File: src/rtl/uart_cc_pkg.sv
// uart_cc_pkg: shared encodings and the case-conversion rule for the UART case-converter path.
package uart_cc_pkg;
    typedef enum logic [1:0] {
        MODE_PASS  = 2'd0,
        MODE_UPPER = 2'd1,
        MODE_LOWER = 2'd2,
        MODE_SWAP  = 2'd3
    } mode_t;
    typedef enum logic [1:0] {
        ST_IDLE      = 2'd0,
        ST_WAIT_ACK  = 2'd1,
        ST_WAIT_DONE = 2'd2
    } state_t;
    localparam logic [7:0] CMD_PASS  = 8'h11;
    localparam logic [7:0] CMD_UPPER = 8'h12;
    localparam logic [7:0] CMD_LOWER = 8'h13;
    localparam logic [7:0] CMD_SWAP  = 8'h14;
    function automatic logic [7:0] cc_convert(input logic [7:0] b, input mode_t m);
        logic lc, uc, to_up, to_lo;
        lc = b >= 8'h61 && b <= 8'h7a;
        uc = b >= 8'h41 && b <= 8'h5a;
        to_up = m == MODE_UPPER || m == MODE_SWAP;
        to_lo = m == MODE_LOWER || m == MODE_SWAP;
        return (lc && to_up) ? b - 8'h20 : (uc && to_lo) ? b + 8'h20 : b;
    endfunction
endpackage

File: src/rtl/cc_fifo.sv
// cc_fifo: synchronous byte FIFO with occupancy count; rd_data shows the head entry.
module cc_fifo #(
    parameter int DEPTH = 16
) (
    input  logic                   i_clk,
    input  logic                   i_rst,
    input  logic                   push,
    input  logic                   pop,
    input  logic [7:0]             wr_data,
    output logic [7:0]             rd_data,
    output logic                   full,
    output logic                   empty,
    output logic [$clog2(DEPTH):0] level
);
    localparam int AW = $clog2(DEPTH);
    logic [7:0] mem [DEPTH];
    logic [AW-1:0] wr_ptr, rd_ptr;
    logic wr, rd;
    assign rd = pop && !empty;
    // A push into a full FIFO is still accepted when a pop frees the slot in the same cycle.
    assign wr = push && (!full || rd);
    assign full = level[AW];
    assign empty = level == '0;
    assign rd_data = mem[rd_ptr];
    always_ff @(posedge i_clk)
        if (wr) mem[wr_ptr] <= wr_data;
    always_ff @(posedge i_clk or posedge i_rst)
        if (i_rst) begin
            wr_ptr <= '0;
            rd_ptr <= '0;
            level  <= '0;
        end else begin
            wr_ptr <= wr_ptr + AW'(wr);
            rd_ptr <= rd_ptr + AW'(rd);
            level  <= level + (AW+1)'(wr) - (AW+1)'(rd);
        end
endmodule

File: src/rtl/uart_cc_ctrl.sv
// uart_cc_ctrl: decodes mode commands, case-converts and queues rx bytes, and feeds the transmitter.
module uart_cc_ctrl
    import uart_cc_pkg::*;
#(
    parameter int FIFO_DEPTH  = 16,
    parameter int ACK_TIMEOUT = 4,
    parameter bit CMD_EN      = 1'b1
) (
    input  logic                        i_clk,
    input  logic                        i_rst,
    input  logic [7:0]                  i_rx_data,
    input  logic                        i_rx_valid,
    input  logic                        i_tx_busy,
    input  logic                        i_ovf_clr,
    output logic [7:0]                  o_tx_data,
    output logic                        o_tx_start,
    output logic [1:0]                  o_mode,
    output logic [$clog2(FIFO_DEPTH):0] o_level,
    output logic                        o_overflow,
    output logic                        o_ack_err
);
    localparam int CW = $clog2(ACK_TIMEOUT) + 1;
    state_t state, next;
    mode_t mode;
    logic [CW-1:0] cnt;
    logic [7:0] head, conv;
    logic is_cmd, push, pop, full, empty, timeout;
    assign is_cmd = CMD_EN && i_rx_data >= CMD_PASS && i_rx_data <= CMD_SWAP;
    assign push = i_rx_valid && !is_cmd;
    assign conv = cc_convert(i_rx_data, mode);
    assign o_mode = mode;
    cc_fifo #(.DEPTH(FIFO_DEPTH)) u_fifo (
        .i_clk   (i_clk),
        .i_rst   (i_rst),
        .push    (push),
        .pop     (pop),
        .wr_data (conv),
        .rd_data (head),
        .full    (full),
        .empty   (empty),
        .level   (o_level)
    );
    always_ff @(posedge i_clk or posedge i_rst)
        if (i_rst) state <= ST_IDLE;
        else state <= next;
    always_comb begin
        next = state;
        case (state)
            ST_IDLE:      next = (!empty && !i_tx_busy) ? ST_WAIT_ACK : ST_IDLE;
            ST_WAIT_ACK:  next = i_tx_busy ? ST_WAIT_DONE : timeout ? ST_IDLE : ST_WAIT_ACK;
            ST_WAIT_DONE: next = i_tx_busy ? ST_WAIT_DONE : ST_IDLE;
            default:      next = ST_IDLE;
        endcase
    end
    always_comb begin
        pop = state == ST_IDLE && !empty && !i_tx_busy;
        timeout = state == ST_WAIT_ACK && !i_tx_busy && cnt == CW'(ACK_TIMEOUT - 1);
    end
    // Command bytes 0x11..0x14 map to modes 0..3 through their low two bits minus one.
    always_ff @(posedge i_clk or posedge i_rst)
        if (i_rst) begin
            mode       <= MODE_PASS;
            o_tx_data  <= '0;
            o_tx_start <= 1'b0;
            cnt        <= '0;
            o_overflow <= 1'b0;
            o_ack_err  <= 1'b0;
        end else begin
            if (i_rx_valid && is_cmd) mode <= mode_t'(i_rx_data[1:0] - 2'd1);
            if (pop) o_tx_data <= head;
            o_tx_start <= pop;
            cnt        <= (state == ST_WAIT_ACK) ? cnt + CW'(1) : '0;
            o_overflow <= (push && full && !pop) || (o_overflow && !i_ovf_clr);
            o_ack_err  <= timeout || (o_ack_err && !i_ovf_clr);
        end
endmodule

File: config.mk
export PLATFORM = sky130hd
export DESIGN_NAME = uart_cc_ctrl
export DESIGN_NICKNAME = d
export VERILOG_FILES = /design/src/rtl/uart_cc_pkg.sv /design/src/rtl/cc_fifo.sv /design/src/rtl/uart_cc_ctrl.sv
export SDC_FILE = /design/constraint.sdc
export NUM_CORES = 1
export LEC_CHECK = 0
export ABC_CLOCK_PERIOD_IN_PS = 4500
export CAP_MARGIN = 15
export CORE_AREA = 5 5 109 111
export CTS_CLUSTER_SIZE = 20
export DETAILED_ROUTE_END_ITERATION = 7
export DIE_AREA = 0 0 114 116
export PLACE_DENSITY_LB_ADDON = 0.12
export SLEW_MARGIN = 10
export SYNTH_ARGS = -nofsm -noshare
export SYNTH_HDL_FRONTEND = slang
export SYNTH_SLANG_ARGS = --single-unit
File: constraint.sdc
create_clock -name i_clk -period 4.5 [get_ports i_clk]
set_input_delay 0.9 -clock i_clk [delete_from_list [all_inputs] [get_ports i_clk]]
set_output_delay 0.9 -clock i_clk [all_outputs]
set_load 0.005 [all_outputs]
---- Word level (Yosys, flattened, before mapping) ----
Memories as Yosys holds them, arrays and structs flattened. A register that Yosys moved wholly into a read port is not among the register bits.
Index checks and enable logic that the tools add are counted.
W data, S select, Z words.
operators by class
  $lt $le $gt $ge ......................... 6
  reduce and logical (&&, ||, !) cells .... 31
  add/sub/neg operators ................... 8
  muxes and demuxes ....................... 10
  equality and inequality tests ........... 6
operators with widths
  kind                   count
  $logic_and A1 B1 Y1    18
  $ge A8 B7 Y1 const B   2
  $le A8 B7 Y1 const B   2
  $mux W8                2
  $add A4 B1 Y4          2
  $add A8 B6 Y8 const B  1
  $ge A8 B5 Y1 const B   1
  $le A8 B5 Y1 const B   1
  $sub A8 B6 Y8 const B  1
  $eq A2 B2 Y1 const B   3
  $logic_not A1 Y1       6
  $pmux W2 S3            1
  $add A5 B1 Y5          1
  $logic_not A5 Y1       1
  $logic_or A1 B1 Y1     5
  $sub A5 B1 Y5          1
  $eq A2 B1 Y1 const B   2
  $mux W1                4
  $mux W2                2
  $add A3 B1 Y3 const B  1
  $eq A3 B2 Y1 const B   1
  $mux W3                1
  $logic_not A2 Y1       1
  $sub A2 B1 Y2 const B  1
storage, ports and cells
  memories kept ........................... 1
  memory bits (writable) .................. 128
  register bits ........................... 23
memories
  name        words  width  rd ports  clocked after Yosys merged registers in  wr ports  line           text
  u_fifo.mem  16     8      1         1                                        1         cc_fifo.sv:16  logic [7:0] mem [DEPTH];

---- Depth between registers and ports, before layout ----
  depth after elaboration ................. 9
  depth in mapped cells ................... 14

---- By module ----
A second synthesis with hierarchy kept.
unflattened totals
  cells, all modules ...................... 360
  area, all modules ....................... 6597.6 µm²
by module, submodules not included
  module        times used  cells each  area each (µm²)
  cc_fifo       1           278         5641.7
  uart_cc_ctrl  1           82          955.9

---- Least setup slack after synthesis ----
Ideal clock, no wire load.
  path type ............................... input to register
  start ................................... input port i_rx_data[1]
  end ..................................... memory u_fifo.mem[2][0] (enable)
  path buffers ............................ 0
  path slack .............................. 1.232 ns
  setup time .............................. 0.395 ns
  stages on the path ...................... 6
  data arrival time ....................... 2.873 ns
  cells stage by stage .................... inv_1 -> ha_1 -> or4b_4 -> a41oi_2 -> nand2_1 -> nor4_1
on the way
  cells in the longest elaborated chain, start to end .. 7
  elaborated cells on any way between the ends .. 8
RTL lines
  element                                              line                text
  from (decl)                                          uart_cc_ctrl.sv:11  input logic [7:0] i_rx_data,
  $ge A8 B5 Y1 / $le A8 B5 Y1 (equally long branches)  uart_cc_ctrl.sv:28  assign is_cmd = CMD_EN && i_rx_data >= CMD_PASS && i_rx_data <= CMD_SWAP;
  $logic_and A1 B1 Y1 *                                uart_cc_ctrl.sv:28
  $logic_not A1 Y1 *                                   uart_cc_ctrl.sv:29  assign push = i_rx_valid && !is_cmd;
  $logic_and A1 B1 Y1 *                                uart_cc_ctrl.sv:29
  $logic_and A1 B1 Y1 *                                cc_fifo.sv:21       assign wr = push && (!full || rd);
  $mux W1 *                                            cc_fifo.sv:26       if (wr) mem[wr_ptr] <= wr_data;
  $mux W1 (not written as such) *                      cc_fifo.sv:26
  to (decl)                                            cc_fifo.sv:16
Every way passes the cells marked *; elsewhere a longest branch is shown, timed or not.

---- Worst setup path in the final report ----
  start ................................... input port i_rx_data[3]
  end ..................................... register u_fifo.level[4]
on the way
  cells in the longest elaborated chain, start to end .. 7
  elaborated cells on any way between the ends .. 8
RTL lines
  element                                              line                text
  $ge A8 B5 Y1 / $le A8 B5 Y1 (equally long branches)  uart_cc_ctrl.sv:28
  $logic_and A1 B1 Y1 *                                uart_cc_ctrl.sv:28
  $logic_not A1 Y1 *                                   uart_cc_ctrl.sv:29
  $logic_and A1 B1 Y1 *                                uart_cc_ctrl.sv:29
  $logic_and A1 B1 Y1 *                                cc_fifo.sv:21
  $add A5 B1 Y5 *                                      cc_fifo.sv:35       level <= level + (AW+1)'(wr) - (AW+1)'(rd);
  $sub A5 B1 Y5 *                                      cc_fifo.sv:35
  to (signal assigned)                                 cc_fifo.sv:35
  to (decl)                                            cc_fifo.sv:13       output logic [$clog2(DEPTH):0] level
Marks and branches as above.
A chain may end at the register's enable or synchronous reset.

==> flow_metrics.py <==
metrics = {
    "run_status": {
        "status": "finished, final reports clean",
    },
    "final_layout": {
        "seq_area_um2": 4620,
        "finalNonFillerCells": 576,
        "final_nets": 455,
        "multi_input_area_um2": 1850,
        "synthToLayoutAreaGrowth_pct": 16.3,
        "drive_gt1_share_pct": 17.9,
        "fin_area_um2": 7780,
        "fin_util_pct": 72.7,
        "diodes": 0,
        "nFillCells": 659,
    },
    "setup_path": {
        "critical_path_depth": 11,
        "timing.rr.start": "u_fifo.level[2]$_DFF_PP0_",
        "crit_start": "i_rx_data[3]",
        "worstSetupEndpointType": "flop",
        "required_ns": 4.94,
        "cp_slowest_cell": "clkdlybuf4s50_1",
        "rr_endpoint": "u_fifo.level[4]$_DFF_PP0_",
        "path_cells": "clkdlybuf4s50_1 -> nor3b_1 -> a41oi_2 -> nand2_1 -> inv_1 -> ha_1 -> fa_1 -> a21oi_1 -> nor2_1 -> nor2_1 -> xnor2_1",
        "crit_fanout": 20,
        "crit_buf_inv": 2,
        "cp_common_cell": "nor2_1",
        "cp_top_family": "simple AND/OR/NAND/NOR gates",
        "worst_setup_path_start_kind": "input port",
        "cp_slowest_stage_delay_ns": 0.75,
        "reg2regPathDepth": 14,
        "crit_type": "input port to flop",
        "r2r_slack_ns": 1.35,
        "critical_path_arrival_ns": 3.77,
    },
    "floorplan": {
        "rows": 38,
        "pin_count": 31,
        "die_w_um": 114,
        "coreArea_um2": 10700,
        "die_h_um": 116,
        "dieArea_um2": 13200,
        "start_util_pct": 62.5,
    },
    "placed_design": {
        "hpwl_um": 8020,
        "place_inst": 544,
        "routabilityCongestion": 0.768,
        "port_buffers": 30,
        "placed_cell_area_um2": 7200,
    },
    "timing": {
        "tightest_slew_ns": 1.08,
        "slew_headroom_pct": 28.2,
        "slew_violations": 0,
        "period_share_pct": 73.9,
        "max_freq_ghz": 0.301,
        "grt_setup_unrepaired": "no",
        "setup-tns-final_ns": 0,
        "hold_viol": 0,
        "finalSetupViolCount": 0,
        "fin_worst_skew_ns": 0.00672,
        "final.min_clock_period_ns": 3.32,
    },
    "routing": {
        "drt-initial-drc-count": 208,
        "remaining_drc_errors": 0,
        "dr_total_vias": 3495,
        "antenna_left": 0,
        "drt_first_pass_iters": 4,
        "routed_wl_um": 13100,
        "routed_via_density": 6.07,
        "wl_per_cell_um": 22.7,
    },
    "power_and_ir_drop": {
        "power_switching_share_pct": 28.9,
        "power_density_nw_per_um2": 591,
        "p_int_mw": 3.27,
        "power.share.clock_pct": 29.9,
        "power_mw": 4.60,
        "combPwrFrac_pct": 24.8,
        "seqPwrFrac_pct": 45.3,
        "switchingPower_mw": 1.33,
        "leakagePower_nw": 2.85,
        "ir_worst_vdd_mv": 0.466,
    },
    "synth": {
        "syn_nets": 401,
        "synthTopCellsByCount": "128 x edfxtp_1, 31 x dfrtp_1, 22 x inv_1",
        "ys_seq_area_share_pct": 69.0,
        "yosysWarnings": 0,
        "synth_area_per_cell_um2": 18.1,
        "synth_compound_area_share_pct": 4.94,
        "synth.cell_area_um2": 6690,
        "async_reset_ff_share_pct": 19.5,
        "ys_top_cells_by_area": "edfxtp_1 57%, dfrtp_1 12%, mux4_2 6.7%",
        "synth_top_area_share_pct": 57.5,
        "yosys.area.top_type": "edfxtp_1",
        "synthSimpleGateAreaFrac_pct": 4.97,
        "synth_top_family_by_area": "multiplexers",
        "netlist_instances": 369,
        "synth_edf_count": 128,
        "synth-main-ff-cell": "edfxtp_1",
        "synth-xor-area-share_pct": 1.05,
        "ys_ff_latch": 159,
        "yosysMostFrequentCell": "edfxtp_1",
        "yosysUniqueCellTypes": 46,
        "synth-adder-area-share_pct": 3.67,
        "synthMuxAreaShare_pct": 13.1,
    },
    "clock_tree": {
        "cts-root-buf": "clkbuf_8",
        "cts_buffers": 17,
        "cts-resized-gates": 0,
        "postCtsSetupRepairBufs": 0,
        "cts_sinks": 159,
        "clk_pin_slew_ns": 0.06,
        "clock_latency_ns": 0.52,
        "clockBufferDepth": 2,
        "cts_tree": "yes",
        "hold_buffers": 0,
        "htree_levels": 4,
    },
    "global_route": {
        "grt-ovfl-total": 0,
        "grt_antenna_before_repair": 0,
        "grt_pass1_wl_um": 20600,
        "grt_pass1_vias": 3718,
        "grt_max_degree": 34,
        "globalRouteTotalUtil_pct": 21.7,
    },
    "min_path": {
        "hp-start": "cnt[0]$_DFF_PP0_",
        "hold_path.class": "flop to flop",
        "worstHoldPathCells": 1,
        "hold_end": "cnt[0]$_DFF_PP0_",
    },
    "flow_run": {
        "max_cap_violations": 0,
    },
}
metal layers:
| metal | part of all wire, % | global-route usage, % | vias to the layer above |
|---|---|---|---|
| met1 | 40 | 26.6 | 1783 |
| met4 | 2.3 | 8.16 | 0 |
| li1 | - | - | 1559 |
| met5 | 0 | 0 | - |
| met2 | 53 | 37.2 | 133 |
| met3 | 5.6 | 5.80 | 20 |
worst max path at each step:
stage	slack (ns)	endpoint
2_1_floorplan	1.23	u_fifo.mem[2][0]$_DFFE_PP_
3_3_place_gp	0.77	u_fifo.level[4]$_DFF_PP0_
3_5_place_dp	0.64	u_fifo.level[4]$_DFF_PP0_
4_1_cts	1.18	u_fifo.level[4]$_DFF_PP0_
5_1_grt	0.93	u_fifo.level[4]$_DFF_PP0_
6_report	1.18	u_fifo.level[4]$_DFF_PP0_
placed cells by master (no fill, tap or decap), types with 11 or more instances in the layout:
cell type | synthesis | layout
buf_4 | 4 | 22
clkbuf_16 | 0 | 20
mux4_2 | 20 | 20
ha_1 | 18 | 18
clkdlybuf4s50_1 | 0 | 30
nor2_1 | 18 | 18
mux2i_1 | 11 | 11
dfrtp_1 | 31 | 30
inv_1 | 22 | 22
mux4_1 | 12 | 12
edfxtp_1 | 128 | 128
state kept, by name, indices dropped and copies added (netlist names):
signal and flops:
cnt 3, o_ack_err 1, o_mode 2, o_overflow 1
o_tx_data 8, o_tx_start 1, state 2, u_fifo.level 5
u_fifo.mem 128, u_fifo.rd_ptr 4, u_fifo.wr_ptr 4
stage by stage:
step,worst slack [ns],hold WS (ns)
floorplan,1.23,0.410
global placement,0.769,0.422
detailed placement,0.642,0.431
CTS,1.18,0.439
global route,0.925,0.457
finish,1.18,0.434
worst reg2reg max path: stages (launching register included):
cell and delay, ns:
dfrtp_1 0.40, inv_1 0.09, ha_1 0.17, or4b_2 0.61
nand2_1 0.08, buf_4 0.23, inv_1 0.10, ha_1 0.28
inv_1 0.04, ha_1 0.22, fa_1 0.41, a21oi_1 0.16
nor2_1 0.06, nor2_1 0.11, xnor2_1 0.12
cell families (layout without fill, tap and decap cells):
logic type	Yosys count	in the layout
flops	159	159
buf+inv	39	106
simple gates	59	59
mux	43	43
xor+xnor	8	8
fa+ha+maj	19	19
compound gates	42	42
power groups by stage:
stage | Clock, mW | Sequential (mW) | Combinational, mW
after global routing | 1.46 | 2.12 | 1.25
final | 1.37 | 2.08 | 1.14
after CTS | 1.39 | 2.09 | 1.16
after detailed placement | 0 | 2.11 | 1.14
after floorplan | 0 | 1.90 | 0.987
after global placement | 0 | 2.10 | 1.12
cell type report:
class | count | area share, %
Sequential cell | 159 | 59.4
Multi-Input combinational cell | 171 | 23.8
Clock buffer | 25 | 6.93
Timing Repair Buffer | 52 | 5.98
Tap cell | 140 | 2.25
Inverter | 22 | 1.06
Clock inverter | 7 | 0.579
Power figures use the tool's default switching activity.
